## config.mk

```make
export PLATFORM = sky130hd
export DESIGN_NAME = div_unit
export DESIGN_NICKNAME = d
export VERILOG_FILES = /design/src/rtl/div_unit_pkg.sv /design/src/rtl/div_unit_step.sv /design/src/rtl/div_unit.sv
export SDC_FILE = /design/constraint.sdc
export NUM_CORES = 1
export LEC_CHECK = 0
export BUFFER_PORTS_ARGS = -buffer_cell sky130_fd_sc_hd__buf_2
export CAP_MARGIN = 10
export CORE_MARGIN = 3
export CORE_UTILIZATION = 50
export CTS_BUF_LIST = sky130_fd_sc_hd__clkbuf_2
export DETAILED_ROUTE_END_ITERATION = 8
export GPL_TIMING_DRIVEN = 0
export HOLD_SLACK_MARGIN = 0.15
export PLACE_DENSITY = 0.75
export SLEW_MARGIN = 10
export SYNTH_ARGS = -nofsm -noshare
export SYNTH_HDL_FRONTEND = slang
export SYNTH_SLANG_ARGS = --single-unit
```

## constraint.sdc

```tcl
create_clock -name clk -period 2.4 [get_ports clk]
set_clock_uncertainty 0.1 [all_clocks]
set_input_delay 0.12 -clock clk [delete_from_list [all_inputs] [get_ports clk]]
set_output_delay 0.12 -clock clk [all_outputs]
set_load 0.005 [all_outputs]
```

## src/rtl/div_unit_pkg.sv

```systemverilog
// Shared divider constants: fixed start-to-done latency and sequencer state encodings.
package div_unit_pkg;

    localparam int DIV_LATENCY = 17;

    typedef logic [1:0] div_state_t;

    localparam div_state_t DIV_IDLE = 2'd0;
    localparam div_state_t DIV_CALC = 2'd1;
    localparam div_state_t DIV_FIX  = 2'd2;

endpackage

```

## src/rtl/div_unit_step.sv

```systemverilog
// One restoring-division iteration: shift in the next dividend bit, trial-subtract, restore on borrow.
module div_step #(
    parameter int WIDTH = 16
) (
    input  logic [WIDTH:0]   prem_in,
    input  logic             dbit,
    input  logic [WIDTH-1:0] divisor,
    output logic [WIDTH:0]   prem_out,
    output logic             qbit
);

    logic [WIDTH+1:0] shifted;
    logic [WIDTH+1:0] dvs_ext;
    logic [WIDTH+1:0] diff;
    logic             borrow;

    always_comb begin
        shifted  = {prem_in, dbit};
        dvs_ext  = {2'b00, divisor};
        diff     = shifted - dvs_ext;
        borrow   = (shifted < dvs_ext);
        prem_out = borrow ? shifted[WIDTH:0] : diff[WIDTH:0];
        qbit     = ~borrow;
    end

endmodule

```

## src/rtl/div_unit.sv

```systemverilog
// Iterative 16-bit signed/unsigned divider, one quotient bit per clock, start/busy/done handshake.
module div_unit
    import div_unit_pkg::*;
#(
    parameter int WIDTH = 16
) (
    input  logic             clk,
    input  logic             rst,
    input  logic             start,
    input  logic             signed_op,
    input  logic [WIDTH-1:0] dividend,
    input  logic [WIDTH-1:0] divisor,
    output logic             busy,
    output logic             done,
    output logic [WIDTH-1:0] quot,
    output logic [WIDTH-1:0] rem,
    output logic             div_by_zero
);

    localparam int CNT_W = $clog2(WIDTH);

    function automatic logic [WIDTH-1:0] mag(input logic signed [WIDTH-1:0] v, input logic neg);
        return neg ? -v : v;
    endfunction

    // Magnitude of 0x8000 stays 0x8000, which is exactly what the overflow case needs.
    function automatic logic [WIDTH-1:0] fix_sign(input logic [WIDTH-1:0] v, input logic neg);
        logic signed [WIDTH-1:0] vs;
        vs = v;
        return neg ? -vs : vs;
    endfunction

    div_state_t       state;
    logic [CNT_W-1:0] cnt;
    logic [WIDTH-1:0] dreg;
    logic [WIDTH:0]   prem;
    logic [WIDTH-1:0] dvs;
    logic             qneg;
    logic             rneg;
    logic             dz;
    logic [WIDTH:0]   prem_next;
    logic             qbit;
    logic             dvd_neg;
    logic             dvs_neg;

    assign busy    = (state != DIV_IDLE);
    assign dvd_neg = signed_op & dividend[WIDTH-1];
    assign dvs_neg = signed_op & divisor[WIDTH-1];

    div_step #(.WIDTH(WIDTH)) u_step (
        .prem_in  (prem),
        .dbit     (dreg[WIDTH-1]),
        .divisor  (dvs),
        .prem_out (prem_next),
        .qbit     (qbit)
    );

    // Datapath registers: no reset, they are always reloaded on start.
    always_ff @(posedge clk) begin
        case (state)
            DIV_IDLE: begin
                if (start) begin
                    dreg <= mag(dividend, dvd_neg);
                    dvs  <= mag(divisor, dvs_neg);
                    prem <= '0;
                    qneg <= dvd_neg ^ dvs_neg;
                    rneg <= dvd_neg;
                    dz   <= (divisor == '0);
                end
            end
            DIV_CALC: begin
                dreg <= {dreg[WIDTH-2:0], qbit};
                prem <= prem_next;
            end
            default: ;
        endcase
    end

    // Sequencer and architecturally visible outputs.
    always_ff @(posedge clk) begin
        if (rst) begin
            state       <= DIV_IDLE;
            cnt         <= '0;
            done        <= 1'b0;
            quot        <= '0;
            rem         <= '0;
            div_by_zero <= 1'b0;
        end else begin
            done <= 1'b0;
            case (state)
                DIV_IDLE: begin
                    if (start) begin
                        state <= DIV_CALC;
                        cnt   <= CNT_W'(WIDTH - 1);
                    end
                end
                DIV_CALC: begin
                    if (cnt == '0) begin
                        state <= DIV_FIX;
                    end else begin
                        cnt <= cnt - 1'b1;
                    end
                end
                DIV_FIX: begin
                    // Divide by zero yields all-ones quotient; remainder already equals the dividend.
                    quot        <= dz ? '1 : fix_sign(dreg, qneg);
                    rem         <= fix_sign(prem[WIDTH-1:0], rneg);
                    div_by_zero <= dz;
                    done        <= 1'b1;
                    state       <= DIV_IDLE;
                end
                default: state <= DIV_IDLE;
            endcase
        end
    end

endmodule
```

==> impl_metrics.yaml <==
hold_path:
  worstHoldPathCells: 2
  min_from: "divisor[0]"
  hp-class: "in -> reg"
  hold_end: "dvs[0]"
sta:
  fmax_mhz: 385
  worst_pin_slew_ns: 0.715
  finalCriticalPeriod_ns: 2.60
  hold-worst-slack_ns: 0.189
  final-max-slew-violation-count: 0
  maxSlewHeadroom: 0.523
  hold_violations: 0
  fin_crit_sh: 1.08
  setup_violations: 18
  rsz0062_at_grt: "true"
  setup_ws_ns: -0.198
logic_synthesis:
  netlist_area_mm2: 0.00559
  ys.flop_type: "edfxtp_1"
  synthCells: 594
  yosysWarningCount: 0
  async_reset_ff_frac: 0
  seq_area_frac_synth: 0.422
  yosys_register_bits: 92
  synth_cell_types: 68
  syn_nets: 652
  synth-edff-count: 52
  post_synth.cell_area_avg_um2: 9.41
clocking:
  cts_buffers: 9
  cts-root-buf: "clkbuf_2"
  clock-sinks: 92
  cts.clk_slew.worst_paths_ns: 0.26
  clk_path_buf_depth: 2
  cts_tree: "built"
  clkLatencyLatePin_ns: 0.58
  htreeDepth: 3
critical_path:
  cp.arrival_ns: 2.85
  r2r_slack_ns: -0.20
  rr_startpoint: "dreg[15]"
  rr_worst_depth: 10
  crit_path_max_fanout: 5
  cp-end-kind: "register"
  crit_required_ns: 2.65
  start_kind: "register"
  crit_type: "reg -> reg"
  reg2reg_to: "prem[11]"
power:
  switching_share: 0.386
  seqPwrFrac: 0.412
  total_power_mw: 5.18
  switching_power_mw: 2.00
  power_density_mw_per_mm2: 715
  combPwrFrac: 0.441
  power_frac_clock: 0.147
  peakVddDrop_uv: 329
  leakagePower_nw: 2.98
  intPower_mw: 3.18
die:
  dieArea_mm2: 0.0125
  die_y_um: 112
  core_area_mm2: 0.0106
  ioPinCount: 71
  start_util: 0.527
  std_cell_rows: 37
  die_width_um: 112
global_routing:
  grt_pass1_wl_um: 23000
  grt_max_degree: 24
  grt_pass1_vias: 4814
  antenna_found_initial: 0
  overflow: 0
  track_usage: 0.225
route:
  drc: 0
  drt-initial-drc-count: 441
  drt.antenna.violating_nets: 0
  drt-wirelength-per-cell_um: 15.9
  firstDrtPassIters: 5
  viasPerCell: 5.60
  vias: 5058
  drt-total-wl_um: 14400
placement:
  dpl.hpwl_um: 10100
  placed_area_mm2: 0.00620
  place.gp.congestion: 0.923
  io_buffers: 69
  placed_cells: 800
flow_run:
  drv_cap: 0
finish:
  multi_input_area_mm2: 0.00315
  nFillCells: 799
  final_util: 0.684
  seqCellArea_mm2: 0.00236
  area.growth.synth_to_final_pct: 29.7
  final_cells: 904
  final_cell_mix: "71 x buf_2, 62 x nor2_1, 56 x dlygate4sd3_1, 52 x edfxtp_1, 49 x nand2_1"
  antenna_cells: 0
  final_common_cell: "buf_2"
  drive_above_1_share: 0.216
  design_area_mm2: 0.00725
  nNetsFinal: 821
status:
  violations: "setup timing"
  status: "finished with violations"
-- sequential cells by signal, indices dropped and copies added, names as in the netlist --
signal and flops:
prem 17, dreg 16, dvs 16, quot 16
rem 16, cnt 4, state 2, div_by_zero 1
done 1, dz 1, qneg 1, rneg 1
-- synth_stat cells, drive strengths merged (3+ instances only) --
cell type / n / area (um^2)
or3b: 3 / 26.3
xor2: 39 / 342
o22ai: 6 / 37.5
inv: 35 / 131
a211oi: 25 / 188
clkbuf: 18 / 68.8
o41ai: 7 / 80.1
o21ai: 33 / 165
mux2: 3 / 33.8
a31oi: 4 / 25.0
a22o: 11 / 97.6
nor3: 14 / 70.1
nand2: 49 / 184
nand4: 4 / 25.0
a21oi: 29 / 145
edfxtp: 52 / 1560
a21o: 5 / 37.5
o211ai: 3 / 22.5
nor2: 63 / 236
ha: 21 / 263
nand2b: 13 / 81.3
a32o: 4 / 40.0
o31a: 3 / 45.0
or4: 9 / 67.6
o31ai: 9 / 72.6
or3: 4 / 30.0
buf: 7 / 41.3
nand3: 7 / 35.0
nor2b: 5 / 31.3
nor4: 8 / 62.6
nor3b: 4 / 30.0
mux2i: 3 / 30.0
xnor2: 25 / 219
dfxtp: 40 / 801
-- critical path, cell delays in order, from the launching register on --
cell      delay (ns)
edfxtp_1        0.47
inv_2           0.09
ha_4            0.13
inv_2           0.04
fa_2            0.33
a21o_1          0.23
a221oi_4        0.29
o31a_4          0.20
o41ai_4         0.11
buf_4           0.19
a32o_1          0.21
-- power by group through the flow --
stage	Clock [mW]	Combinational (mW)	Sequential [mW]
6_report	0.763	2.29	2.13
5_1_grt	0.832	2.51	2.16
4_1_cts	0.771	2.11	2.14
3_5_place_dp	0	1.74	2.23
3_3_place_gp	0	1.68	2.22
2_1_floorplan	0	1.36	2.14
-- cell type report --
| type | count | area share |
|---|---|---|
| Clock inverter | 7 | 0.00880 |
| Multi-Input combinational cell | 441 | 0.434 |
| Clock buffer | 9 | 0.00621 |
| Sequential cell | 92 | 0.326 |
| Buffer | 25 | 0.0173 |
| Timing Repair Buffer | 158 | 0.166 |
| Tap cell | 136 | 0.0235 |
| Inverter | 36 | 0.0186 |
-- layer usage --
metal,part of all wire,vias up,wire length (um),GRT usage
met1,0.47,2375,6710,0.304
li1,-,2516,-,-
met3,0.050,19,727,0.0397
met5,0,-,0,0
met2,0.47,148,6780,0.373
met4,0.013,0,184,0.0600
-- cell families after synthesis --
| kind of cell | share of synthesized area |
|---|---|
| adders and majority gates | 0.0506 |
| xor gates and xnor gates | 0.100 |
| AOI/OAI and AO/OA | 0.199 |
| buffers and inverters | 0.0439 |
| muxes | 0.0114 |
| DFF | 0.422 |
| and+or+nand+nor | 0.172 |
-- per-stage QoR --
stage	setup slack (ns)	setup TNS, ns
6_report	-0.198	-2.57
5_1_grt	-0.268	-3.90
4_1_cts	-0.177	-2.49
3_5_place_dp	-0.293	-4.36
3_3_place_gp	-0.627	-24.58
2_1_floorplan	-0.0708	-0.712
-- how the worst max path moves through the flow --
stage	from	endpoint	slack, ns	cells after the start
finish	dreg[15]	prem[11]	-0.20	10
detailed placement	dreg[15]	prem[10]	-0.29	10
global route	prem[5]	prem[15]	-0.27	6
CTS	dreg[15]	prem[11]	-0.18	10
global placement	state[0]	dreg[11]	-0.63	2
floorplan	dreg[15]	prem[3]	-0.07	10
-- what timing repair did --
| item | in CTS | in global routing |
|---|---|---|
| pin swaps | 3 | 4 |
| hold buffers | 56 | 0 |
| hold endpoints to repair | 85 | 0 |
| resized for setup | 13 | 13 |
| buffers inserted | 22 | 8 |
| cloned | 1 | 1 |
| endpoints found under the setup margin | 21 | 29 |
Note: power is estimated with default switching activity, not from simulation.
